==> src/rtl/card_shuffler.sv <==
`timescale 1ns/1ps
`default_nettype none
// +----------------------------------------------------------------------------+
// | Module      : card_shuffler                                                |
// | Description : Builds the card layout for one round of the memory game.     |
// |               N_CARDS/2 colour pairs are spread over N_CARDS slots with a  |
// |               Fisher-Yates shuffle fed by a free-running 16-bit LFSR.      |
// |               Handshake: level request compute_colors_en, answer           |
// |               compute_done held until the request falls.                   |
// |               Optional macro FIXED_LAYOUT_EN skips the shuffle and returns |
// |               the sorted layout (bring-up / deterministic debug).          |
// | Revision    : 1.0 - initial release                                        |
// +----------------------------------------------------------------------------+
module card_shuffler #(
   parameter int          N_CARDS   = 16,
   parameter int          IDX_W     = 4,
   parameter int          COLOR_W   = 3,
   parameter logic [15:0] LFSR_SEED = 16'hACE1
) (
   input  logic                       clk,
   input  logic                       rst,
   input  logic                       compute_colors_en,
   output logic                       compute_done,
   output logic [N_CARDS*COLOR_W-1:0] card_colors
);

   typedef enum logic [1:0] {
      ST_IDLE    = 2'd0,
      ST_INIT    = 2'd1,
      ST_SHUFFLE = 2'd2,
      ST_DONE    = 2'd3
   } state_t;

   state_t             r_state;
   logic [15:0]        r_lfsr;
   logic               r_en_q;
   logic [IDX_W-1:0]   r_i;
   logic [1:0]         r_rej;
   logic               r_done;
   logic [COLOR_W-1:0] r_bank [N_CARDS];

   logic               w_fb;
   logic [IDX_W-1:0]   w_j;
   logic               w_start;
   logic               w_j_ok;
   logic               w_accept;
   logic               w_last;

   // Fibonacci feedback for x^16+x^14+x^13+x^11+1 (right-shifting form)
   assign w_fb     = r_lfsr[0] ^ r_lfsr[2] ^ r_lfsr[3] ^ r_lfsr[5];
   // Candidate swap partner comes straight from the low LFSR bits
   assign w_j      = r_lfsr[IDX_W-1:0];
   assign w_start  = compute_colors_en & ~r_en_q;
   assign w_j_ok   = (w_j <= r_i);
   // Three rejections in a row force an accept so latency stays bounded
   assign w_accept = w_j_ok | (r_rej == 2'd3);
   assign w_last   = (r_i == IDX_W'(1));

   // LFSR runs every cycle in every state; request timing provides entropy
   always_ff @(posedge clk or posedge rst) begin
      if (rst) begin
         r_lfsr <= LFSR_SEED;
      end else begin
         r_lfsr <= {w_fb, r_lfsr[15:1]};
      end
   end

   // Registered sample of the request for rising-edge detection
   always_ff @(posedge clk or posedge rst) begin
      if (rst) begin
         r_en_q <= 1'b0;
      end else begin
         r_en_q <= compute_colors_en;
      end
   end

   // Control FSM with the colour bank and registered done flag
   always_ff @(posedge clk or posedge rst) begin
      if (rst) begin
         r_state <= ST_IDLE;
         r_done  <= 1'b0;
         r_i     <= '0;
         r_rej   <= '0;
         for (int k = 0; k < N_CARDS; k++) begin
            r_bank[k] <= '0;
         end
      end else begin
         case (r_state)
            ST_IDLE: begin
               r_done <= 1'b0;
               if (w_start) begin
                  r_state <= ST_INIT;
               end
            end

            ST_INIT: begin
               if (!compute_colors_en) begin
                  r_state <= ST_IDLE;
               end else begin
                  // Sorted pairs 0,0,1,1,... as the shuffle starting point
                  for (int k = 0; k < N_CARDS; k++) begin
                     r_bank[k] <= COLOR_W'(k / 2);
                  end
                  r_i   <= IDX_W'(N_CARDS - 1);
                  r_rej <= '0;
`ifdef FIXED_LAYOUT_EN
                  r_state <= ST_DONE;
                  r_done  <= 1'b1;
`else
                  r_state <= ST_SHUFFLE;
`endif
               end
            end

            ST_SHUFFLE: begin
               if (!compute_colors_en) begin
                  // Abort: partial bank is still a permutation of the pairs
                  r_state <= ST_IDLE;
               end else if (w_accept) begin
                  // Forced accepts leave the slot in place (j treated as i)
                  if (w_j_ok) begin
                     r_bank[r_i] <= r_bank[w_j];
                     r_bank[w_j] <= r_bank[r_i];
                  end
                  r_i   <= r_i - IDX_W'(1);
                  r_rej <= '0;
                  if (w_last) begin
                     r_state <= ST_DONE;
                     r_done  <= 1'b1;
                  end
               end else begin
                  r_rej <= r_rej + 2'd1;
               end
            end

            ST_DONE: begin
               if (!compute_colors_en) begin
                  r_state <= ST_IDLE;
                  r_done  <= 1'b0;
               end
            end

            default: begin
               r_state <= ST_IDLE;
               r_done  <= 1'b0;
            end
         endcase
      end
   end

   assign compute_done = r_done;

   // Flatten the bank, card 0 in the least significant bits
   for (genvar g = 0; g < N_CARDS; g++) begin : g_pack
      assign card_colors[g*COLOR_W +: COLOR_W] = r_bank[g];
   end

endmodule
`default_nettype wire

==> config.mk <==
export PLATFORM = sky130hd
export DESIGN_NAME = card_shuffler
export DESIGN_NICKNAME = d
export VERILOG_FILES = /design/src/rtl/card_shuffler.sv
export SDC_FILE = /design/constraint.sdc
export NUM_CORES = 1
export LEC_CHECK = 0
export CORE_MARGIN = 3
export CORE_UTILIZATION = 45
export CTS_CLUSTER_SIZE = 24
export DETAILED_ROUTE_END_ITERATION = 12
export HOLD_SLACK_MARGIN = 0.06
export MAX_ROUTING_LAYER = met4
export PLACE_DENSITY = 0.79
export SYNTH_ARGS = -nofsm -noshare
export SYNTH_HDL_FRONTEND = slang
export SYNTH_SLANG_ARGS = --single-unit
==> constraint.sdc <==
create_clock -name clk -period 2.4 [get_ports clk]
set_input_delay 0.36 -clock clk [delete_from_list [all_inputs] [get_ports clk]]
set_output_delay 0.36 -clock clk [all_outputs]
set_load 0.01 [all_outputs]
Word-level counts from Yosys, hierarchy flattened
Cells that the tools add are included.
- word-level logic and storage cells: 98
- output and inout port bits: 49
- bits in registers: 74
- input bits: 3
- muxes and demuxes: 37
- reductions and logical operators: 10
- bitwise operators: 8
- order comparisons: 5
- equality and inequality tests: 14
- $add $sub $neg: 2
- operators with widths (operator ; count):
    48-bit 2-to-1 mux ; 4
    48-bit bitwise mux ; 2
    48-bit one-hot mux with 2 select lines ; 1
    3-bit binary-select mux with 4-bit select ; 2
    3-bit demux with 4-bit select ; 2
    2-bit 2-to-1 mux ; 9
    3-bit 2-to-1 mux ; 6
    2-bit != test, second input constant ; 7
    4-bit 2-to-1 mux ; 3
    5-bit greater-or-equal comparator, second input constant ; 2
    5-bit by 1-bit less-than comparator with 1-bit output, second input constant ; 2
    4-bit inverter with 5-bit output ; 2
    5-bit AND reduction ; 2
    2-bit one-hot mux with 4 select lines ; 1
    4-bit one-hot mux with 2 select lines ; 1
    4-bit AND reduction ; 2
    2-bit == test, second input constant ; 3
    3-bit != test, second input constant ; 2
    4-bit by 1-bit == test with 1-bit output, second input constant ; 1
    4-bit less-or-equal comparator ; 1
    1-bit 2-to-1 mux ; 4
    2-bit one-hot mux with 2 select lines ; 1
    4-bit by 1-bit subtractor with 4-bit output, second input constant ; 1
    1-bit one-hot mux with 3 select lines ; 1
    11 further kinds ; 14

Depth between registers and ports, before layout
Gate-level depths: netlist (run 1).
- word-level depth: 11
- gate-level depth with buffers: 13
- depth with buffers taken out: 8

Worst setup path after synthesis (run 1)
No wires, ideal clock.
- path kind: register to register
- from: register r_i[1]
- to: register r_bank, in the netlist card_colors[13]
- library setup time: 123 ps
- period minus slack after synthesis: 2685 ps
- data arrival time: 2562 ps
- data required time: 2277 ps
- path slack: -285 ps
- path buffers: 3
- cell stages (with the launch flop): 12
- cell sequence: dfrtp_1 -> clkbuf_1 -> buf_2 -> inv_1 -> ha_1 -> nor2b_1 -> o21ai_1 -> a22oi_1 -> or2_0 -> clkbuf_2 -> or3_1 -> o221a_2
- word-level cells in the longest chain between the ends: 11
- elaborated cells on any way between the ends: 20
- classes of those cells: order compare (3); eq/ne (2); mux (11); bitwise (2); reduce/logical (2)
- ends and longest elaborated chain (what ; line ; text):
    start, declared ; 37 ; logic [IDX_W-1:0] r_i;
    start signal, assigned ; 104 ; r_i <= IDX_W'(N_CARDS - 1);
    start signal, assigned ; 125 ; r_i <= r_i - IDX_W'(1);
    4-bit inverter with 5-bit output (not written as such) ; 122, 123 ;
    5-bit greater-or-equal comparator (not written as such) / 5-bit by 1-bit less-than comparator with 1-bit output (equally long branches) ; 122 ; r_bank[r_i] <= r_bank[w_j];
    1-bit logical AND (not written as such) ; 122 ;
    3-bit 2-to-1 mux (not written as such) ; 122 ;
    3-bit demux with 4-bit select ; 122 ;
    48-bit bitwise mux ; 122 ;
    48-bit bitwise mux ; 123 ; r_bank[w_j] <= r_bank[r_i];
    48-bit 2-to-1 mux ; 121 ; if (w_j_ok) begin
    48-bit 2-to-1 mux ; 119 ; end else if (w_accept) begin
    48-bit 2-to-1 mux ; 116 ; if (!compute_colors_en) begin
    48-bit one-hot mux with 2 select lines ; 88 ; case (r_state)
    end signal, assigned by index ; 102 ; r_bank[k] <= COLOR_W'(k / 2);
    end signal, assigned by index ; 122 ;
    end signal, assigned by index ; 123 ;
    end, declared ; 40 ; logic [COLOR_W-1:0] r_bank [N_CARDS];
Several ways; a longest one is shown, not always the timed one. The select of a mux whose other input is x is not followed.
A chain may end at the register's enable or synchronous reset.

Worst setup path in the final report (run 1)
Same ends and word-level chain as after synthesis.

==> impl_metrics.tcl, run 1 <==
set metrics [dict create \
    outcome "finished, final reports clean" \
    fin_skew_ns 0.0119 \
    grt_max_degree 75 \
    cts_made_buffers 9 \
    fin_area_um2 5600 \
    finalSetupTns_ns 0 \
    yosysWarnings 0 \
    wl_per_cell_um 21.5 \
    syn_area_um2 4490 \
    route.detailed.drc 0 \
    most-common-layout-cells "dfrtp_1 (66), clkdlybuf4s50_1 (51), buf_4 (37)" \
    ys_seq_area_share_pct 41.5 \
    drive_gt1_share_pct 22.8 \
    synth_seq_cells 74 \
    grt_pass1_vias 3976 \
    gp_congestion 0.990 \
    final_nets 511 \
    nFillCells 818 \
    die_area_um2 11200 \
    core-area_um2 9460 \
    clock-sinks 74 \
    stdcell_count 633 \
    grt_pass1_wl_um 21500 \
    maxSlewViolCount 0 \
    cts_tree "yes" \
    antenna_found_initial 0 \
    chipHeight_um 106 \
    pin_count 52 \
    period_share_pct 96.2 \
    worst-path-max-fanout 24 \
    async_reset_ff_share_pct 100 \
    via_per_inst 6.68 \
    placed_area_um2 5390 \
    dp_hpwl_um 9590 \
    cp.arrival_ns 2.55 \
    first_pass_iters 5 \
    startpoint_type "register" \
    holdWs_ns 0.355 \
    end_kind "register" \
    clkLatencyLatePin_ns 0.36 \
    cts_buffer_depth 2 \
    tightest_slew_ns 0.511 \
    start_util_pct 47.5 \
    final_hold_viol_count 0 \
    ant_nets 0 \
    finalSetupViolCount 0 \
    routed_wl_um 13600 \
    synth_enable_flop_cells 0 \
    area_delta_synth_final_pct 24.6 \
    cp.required_ns 2.65 \
    ctsHoldBuffers 0 \
    fp-row-count 35 \
    cts_max_level 3 \
    n_antenna_cell 0 \
    fp.dieW_um 106 \
    syn_nets 443 \
    worstSetupPathType "reg2reg" \
    num_vias 4227 \
    drt_iter0_markers 437 \
    slew_headroom_pct 65.9 \
    portBuffers 51 \
    hp-class "reg2reg" \
    clock_tree.root_cell "clkbuf_8" \
    gr-usage-all-layers_pct 25.2 \
    max-cap-violations 0 \
    p_per_area_nw_per_um2 853 \
    mostFrequentLayoutCell "dfrtp_1" \
    synth-main-ff-cell "dfrtp_1" \
    clk_pin_slew_ns 0.08 \
    leakage_nw 2.14 \
    final_util_pct 59.2 \
    placed_cells 617 \
    ys_types 52 \
    avgSynthCellArea_um2 10.4 \
    fmax_mhz 433 \
    ir_worst_vdd_mv 0.726 \
    min_period_ns 2.31 \
    syn_inst 431 \
    gr-total-overflow 0 \
]
-- logic make-up (layout without fill, tap and decap cells) --
group	count (synthesis)	in the layout	synth area share, %
flip-flops	74	74	41.5
multiplexers	25	25	12.4
XOR/XNOR	2	2	0.390
AO/OA/AOI/OAI	127	127	20.6
adder cells (fa/ha/maj)	9	9	2.51
AND/OR/NAND/NOR	147	147	17.1
buffers and inverters	47	120	5.46
-- worst max-delay path, stage by stage, from the launching register on --
cell	delay [ns]
dfrtp_1	0.37
inv_2	0.06
ha_1	0.29
nor2b_1	0.14
o21ai_2	0.16
a22oi_2	0.11
or2_0	0.26
buf_12	0.19
or3_4	0.35
o221a_2	0.25
-- cell type report --
type / count / area [µm²] / area share [%]
well taps: 129 / 161 / 2.88
inverters: 10 / 37.5 / 0.671
flip-flops and latches: 74 / 1860 / 33.3
clock buffers: 12 / 135 / 2.42
multi-input cells: 310 / 2440 / 43.6
repair buffers: 94 / 908 / 16.2
clock inverters: 4 / 53.8 / 0.962
-- sequential cells by signal, summed over array words and instances (netlist names) --
register and count:
r_rej 2, r_lfsr 16, r_en_q 1, r_state 2, card_colors 48, r_i 4
compute_done 1
-- report_power, final --
part           internal [mW]  total, mW  switching [mW]
Clock                  0.483      0.954           0.471
Sequential              1.38       1.55           0.162
Combinational          0.985       2.27            1.29
-- metal layers --
metal | wire length [µm] | global-route usage (%) | share of wire (%) | vias to the layer above
li1 | - | - | - | 1810
met4 | 330 | 6.57 | 2.4 | 0
met5 | 0 | - | 0 | -
met1 | 5490 | 34.7 | 40 | 2055
met2 | 6220 | 37.8 | 46 | 320
met3 | 1580 | 6.12 | 12 | 42
-- path summary, 6_finish.rpt --
check / start / to / slack, ns / cells past startpoint
max: r_i[1] / card_colors[13] / 0.09 / 9
min: r_lfsr[12] / r_lfsr[11] / 0.36 / 0
min in group asynchronous: rst / r_rej[0] / 0.40 / 3
max in group asynchronous: rst / r_lfsr[10] / 1.65 / 3
min reg2reg: r_lfsr[12] / r_lfsr[11] / 0.36 / 0
max reg2reg: r_i[1] / card_colors[13] / 0.09 / 9
-- stage by stage --
stage	total power [mW]	setup slack (ns)
after floorplan	2.84	-0.0282
after global placement	3.74	0.135
after detailed placement	3.77	0.0808
after CTS	4.73	0.0533
after global routing	4.97	-0.00537
final	4.77	0.0915
-- Yosys cell counts (2+ instances only) --
library cell	number	area [µm²]
nor2b_1	10	62.6
nand3_1	23	115
ha_1	9	113
nand4b_1	6	52.6
o32a_1	2	20.0
nor4_1	2	12.5
a221oi_1	19	166
nor3b_2	2	25.0
dfrtp_1	66	1650
dfstp_2	8	210
buf_1	2	7.51
nand2_1	36	135
and2_1	2	12.5
inv_1	7	26.3
nor3b_1	5	37.5
or3_1	2	12.5
nor2_4	3	33.8
mux4_2	22	495
a31oi_1	3	18.8
clkbuf_2	2	10.0
nand2b_1	5	31.3
nor2_1	33	124
a21oi_1	24	120
buf_6	3	33.8
o21ai_1	2	10.0
clkbuf_1	15	56.3
and3_4	2	22.5
inv_2	3	11.3
o21a_1	2	15.0
a211oi_1	8	60.1
o21ai_0	24	120
a22oi_1	4	30.0
a221o_1	6	60.1
a22o_1	8	70.1
o221ai_1	18	158
nor3_1	10	50.1
o221a_2	5	56.3
buf_2	10	50.1
buf_4	4	30.0
mux4_1	2	52.6
-- timing repair --
item                                    CTS  global route
endpoints found under the hold margin     0             0
resized for setup                         0             3
endpoints found under the setup margin    0            21
buffers inserted                          0             0
No activity file was read; power rests on OpenSTA's default activity.
==> run 2, diff against run 1 <==
- CORE_ASPECT_RATIO: unset -> 0.75
- GPL_TIMING_DRIVEN: unset -> 0
==> impl_metrics.tcl, run 2 (same netlist as run 1, synthesis figures left out) <==
set metrics [dict create \
    violations "setup timing" \
    top_layer "met4" \
    startpoint_type "register" \
    worstSetupPathType "reg2reg" \
    via_per_inst 6.86 \
    seqPwrFrac_pct 28.1 \
    leakage_nw 2.38 \
    end_kind "register" \
    final_util_pct 66.3 \
    rsz0062_at_grt "true" \
    cts_buffer_depth 2 \
    n_antenna_cell 0 \
    worst-path-max-fanout 10 \
    clock-sinks 74 \
    wl_met2_um 6520 \
    num_vias 4481 \
    final_hold_viol_count 0 \
    gr-total-overflow 0 \
    pwr-share-clk_pct 22.4 \
    grt_max_degree 75 \
    fin_skew_ns 0.00937 \
    rrSetupSlack_ns -0.06 \
    final_nets 532 \
    first_pass_iters 5 \
    mostFrequentLayoutCell "dfrtp_1" \
    dr_wl_met3_um 2150 \
    power_switching_mw 2.32 \
    fp-row-count 30 \
    grt_pass1_vias 4264 \
    tightest_slew_ns 0.885 \
    power_mw 5.57 \
    finalSetupViolCount 10 \
    p_int_mw 3.25 \
    antenna_found_initial 0 \
    slew_headroom_pct 41.0 \
    ir_worst_vdd_mv 0.580 \
    start_util_pct 47.8 \
    die_area_um2 11200 \
    gp_congestion 0.960 \
    max-cap-violations 0 \
    cp.arrival_ns 2.64 \
    clk_pin_slew_ns 0.06 \
    power_frac_comb_pct 49.5 \
    p_per_area_nw_per_um2 896 \
    setup_ws_ns -0.0562 \
    drive_gt1_share_pct 33.5 \
    dp_hpwl_um 10500 \
    power.share.switching_pct 41.6 \
    core-area_um2 9380 \
    ctsHoldBuffers 0 \
    outcome "complete, but fails checks" \
    period_share_pct 102 \
    route.detailed.drc 0 \
    grt_pass1_wl_um 23800 \
    hold_path_depth 0 \
    maxSlewViolCount 0 \
    area_delta_synth_final_pct 38.5 \
    gr-usage-all-layers_pct 29.1 \
    chipHeight_um 92.5 \
    pin_count 52 \
    fp.dieW_um 121 \
    wl_per_cell_um 24.0 \
    cp.required_ns 2.58 \
    clock_tree.root_cell "clkbuf_16" \
    drt_iter0_markers 588 \
    cts_made_buffers 9 \
    wl_met1_um 6410 \
    routed_wl_um 15700 \
    hp-class "reg2reg" \
    clkLatencyLatePin_ns 0.34 \
    ant_nets 0 \
    ff2ff_path_depth 8 \
    cts_max_level 3 \
    fmax_mhz 407 \
    min_period_ns 2.46 \
    portBuffers 51 \
    cts_tree "yes" \
    largest_reg_flops 48 \
    most-common-layout-cells "dfrtp_1 (63), clkdlybuf4s50_1 (51), nand2_1 (36)" \
]
==> run 2: cell types whose count changed in the layout (fill, tap and decap cells not counted), sizes merged <==
cell	delta
buf	+5
bufbuf	+1
bufinv	-1
clkbuf	+12
clkinv	+4
clkinvlp	-2
inv	+2
==> run 2: worst max-delay path, stage by stage (launching register included) <==
cell and delay [ns]:
dfstp_2 0.58, buf_12 0.11, buf_4 0.12, bufbuf_16 0.26, mux4_2 0.51, nand2_1 0.10, and3_4 0.23, buf_6 0.20
o221ai_1 0.18
==> run 2: power by group through the flow <==
| stage | combinational [mW] | clock (mW) | sequential (mW) |
|---|---|---|---|
| floorplan | 1.28 | 0 | 1.56 |
| global placement | 2.05 | 0 | 1.55 |
| detailed placement | 2.08 | 0 | 1.56 |
| CTS | 2.57 | 1.27 | 1.54 |
| global route | 2.84 | 1.31 | 1.58 |
| finish | 2.76 | 1.25 | 1.56 |
==> run 2: path summary, 6_finish.rpt <==
check,from,to
max in group asynchronous,rst,r_i[0]
hold / removal,r_lfsr[14],r_lfsr[13]
setup reg to reg,r_lfsr[0],card_colors[28]
min in group asynchronous,rst,card_colors[4]
hold reg to reg,r_lfsr[14],r_lfsr[13]
setup / recovery,r_lfsr[0],card_colors[28]
==> run 2: final cells by class <==
| cell class | instances | area, µm² |
|---|---|---|
| Multi-Input combinational cell | 310 | 2740 |
| Buffer | 33 | 302 |
| Timing Repair Buffer | 82 | 818 |
| Clock inverter | 7 | 53.8 |
| Clock buffer | 9 | 225 |
| Fill cell | 712 | 3170 |
| Inverter | 10 | 55.1 |
| Sequential cell | 74 | 1870 |
| Tap cell | 128 | 160 |
==> run 2: metrics by stage <==
step / std cells / cell area, µm² / worst slack [ns] / setup TNS, ns / hold slack [ns]
3_5_place_dp: 610 / 5240 / -0.651 / -22.19 / 0.339
4_1_cts: 652 / 6100 / -0.101 / -0.749 / 0.354
6_report: 653 / 6220 / -0.0562 / -0.382 / 0.354
5_1_grt: 653 / 6220 / -0.115 / -1.76 / 0.360
2_1_floorplan: 431 / 4570 / -0.0282 / -0.242 / 0.331
3_3_place_gp: 610 / 5240 / -0.888 / -78.12 / 0.334
==> run 2: metal layers <==
| layer | vias up | global-route usage, % |
|---|---|---|
| li1 | 1861 | - |
| met3 | 71 | 10.5 |
| met1 | 2168 | 39.7 |
| met2 | 381 | 39.4 |
| met5 | - | - |
| met4 | 0 | 12.2 |
==> run 2: timing repair <==
item | 4_1_cts | 5_1_grt
setup endpoints to repair | 56 | 56
gates cloned | 2 | 0
pin swaps | 27 | 26
gates resized for setup | 65 | 47
setup buffers | 24 | 6
==> run 3, diff against run 2 <==
- PLACE_DENSITY: 0.79 -> 0.77
==> impl_metrics.tcl, run 3 (same netlist as run 1, synthesis figures left out) <==
set metrics [dict create \
    end_kind "register" \
    r2r_end "card_colors[31]" \
    clk_pin_slew_ns 0.06 \
    period_share_pct 103 \
    route.detailed.drc 0 \
    clock_tree.root_cell "clkbuf_16" \
    hold_path_depth 0 \
    gp_congestion 0.972 \
    n_antenna_cell 0 \
    largest_reg_flops 48 \
    cts_buffer_depth 2 \
    mostFrequentLayoutCell "dfrtp_1" \
    area_delta_synth_final_pct 37.3 \
    routed_wl_um 15900 \
    tightest_slew_ns 0.861 \
    dp_slack_ns -0.662 \
    max-cap-violations 0 \
    most-common-layout-cells "dfrtp_1 (63), clkdlybuf4s50_1 (51), nand2_1 (34)" \
    fp.dieW_um 121 \
    outcome "complete, but fails checks" \
    hp-class "reg2reg" \
    cp.arrival_ns 2.69 \
    p_per_area_nw_per_um2 900 \
    startpoint_type "register" \
    cts_made_buffers 9 \
    leakage_nw 2.33 \
    crit_buf_inv 5 \
    final_hold_viol_count 0 \
    dp_hpwl_um 10800 \
    cpMostUsedCell "buf_8" \
    setup_ws_ns -0.0720 \
    violations "setup timing" \
    fin_area_um2 6160 \
    fp-row-count 30 \
    grt_pass1_wl_um 24100 \
    rrSetupSlack_ns -0.07 \
    first_pass_iters 5 \
    drive_gt1_share_pct 33.5 \
    fin_skew_ns 0.00756 \
    worst_hold_startpoint "r_lfsr[4]" \
    clock-sinks 74 \
    min_period_ns 2.47 \
    hold-path-endpoint "r_lfsr[3]" \
    ant_nets 0 \
    core-area_um2 9380 \
    start_util_pct 47.8 \
    finalSetupViolCount 16 \
    cp_slowest_cell "dfstp_2" \
    chipHeight_um 92.5 \
    gr-total-overflow 0 \
    via_per_inst 6.76 \
    worst-path-max-fanout 8 \
    crit_chain "buf_12 > buf_8 > inv_6 > ha_4 > nor2b_2 > o21ai_2 > a22oi_2 > or2_1 > buf_8 > buf_16 > nor3b_4 > a221o_1" \
    r2r-start "r_lfsr[0]" \
    grt_pass1_vias 4194 \
    gr-usage-all-layers_pct 29.4 \
    worstSetupPathType "reg2reg" \
    rsz0062_at_grt "true" \
    cts_tree "yes" \
    maxSlewViolCount 0 \
    portBuffers 51 \
    final_nets 529 \
    clkLatencyLatePin_ns 0.34 \
    slew_headroom_pct 42.6 \
    num_vias 4392 \
    slowest_delay_ns 0.57 \
    grt_max_degree 75 \
    cts_max_level 3 \
    pin_count 52 \
    ff2ff_path_depth 12 \
    critPathTopFamily "compound AO/OA/AOI/OAI gates" \
    die_area_um2 11200 \
    wl_per_cell_um 24.5 \
    ir_worst_vdd_mv 0.689 \
    antenna_found_initial 0 \
    cp.required_ns 2.62 \
    drt_iter0_markers 521 \
    placed_area_um2 5240 \
    ctsHoldBuffers 0 \
    fmax_mhz 405 \
]
==> run 3: changes by cell type in the layout (fill, tap and decap cells not counted), sizes merged <==
cell      previous run  this run
inv                 12        11
clkinvlp             0         3
clkinv               5         1
buf                 48        49
bufbuf               1         0
clkbuf              24        22
bufinv               0         1
==> run 3: final cells by class <==
cell class,instances,area [µm²]
plain buffers,32,282
clock buffers,10,229
clock inverters,6,66.3
fillers,742,3220
inverters,10,50.0
multi-input cells,310,2750
flip-flops and latches,74,1870
well taps,128,160
repair buffers,80,767
==> run 3: what timing repair did <==
item	CTS	global route
buffers inserted	17	9
pin swaps	27	19
hold endpoints to repair	0	0
cloned	1	2
resized for setup	58	60
endpoints found under the setup margin	56	56
==> run 3: worst reg2reg max path, cell delays in order, from the launching register on <==
cell and delay, ns:
dfstp_2 0.57, buf_12 0.11, buf_8 0.10, inv_6 0.03, ha_4 0.15, nor2b_2 0.11, o21ai_2 0.08, a22oi_2 0.29
or2_1 0.20, buf_8 0.18, buf_16 0.14, nor3b_4 0.06, a221o_1 0.33
==> run 3: how the worst max path moves through the flow <==
stage	start	endpoint	slack, ns	cells after the start
2_1_floorplan	r_lfsr[0]	card_colors[45]	-0.03	12
3_3_place_gp	rst	card_colors[31]	-0.89	2
3_5_place_dp	r_i[1]	card_colors[30]	-0.66	11
4_1_cts	r_lfsr[0]	card_colors[13]	-0.07	11
5_1_grt	r_lfsr[0]	card_colors[31]	-0.15	12
6_report	r_lfsr[0]	card_colors[31]	-0.07	12
==> run 3: power by group <==
group | switching (mW) | internal (mW) | leakage, nW
sequential | 0.177 | 1.39 | 0.864
clock | 0.536 | 0.806 | 0.135
combinational | 1.57 | 1.07 | 1.33
total | 2.28 | 3.26 | 2.33
==> run 3: metrics by stage <==
stage	cells	setup TNS [ns]	hold slack, ns	util [%]	power (mW)
floorplan	431	-0.242	0.331	-	2.84
global placement	610	-79.25	0.333	55.8	3.63
detailed placement	610	-22.62	0.336	55.8	3.66
CTS	643	-0.934	0.350	63.3	5.36
global route	650	-2.45	0.350	65.7	5.74
finish	650	-0.537	0.351	65.7	5.55
==> run 3: metal layers <==
metal  part of all wire [%]  wire [µm]  GRT usage, %
met1                     43       6770          41.6
met5                      0          0             -
met2                     42       6750          40.6
met4                    2.7        427          7.74
met3                     12       1960          9.83
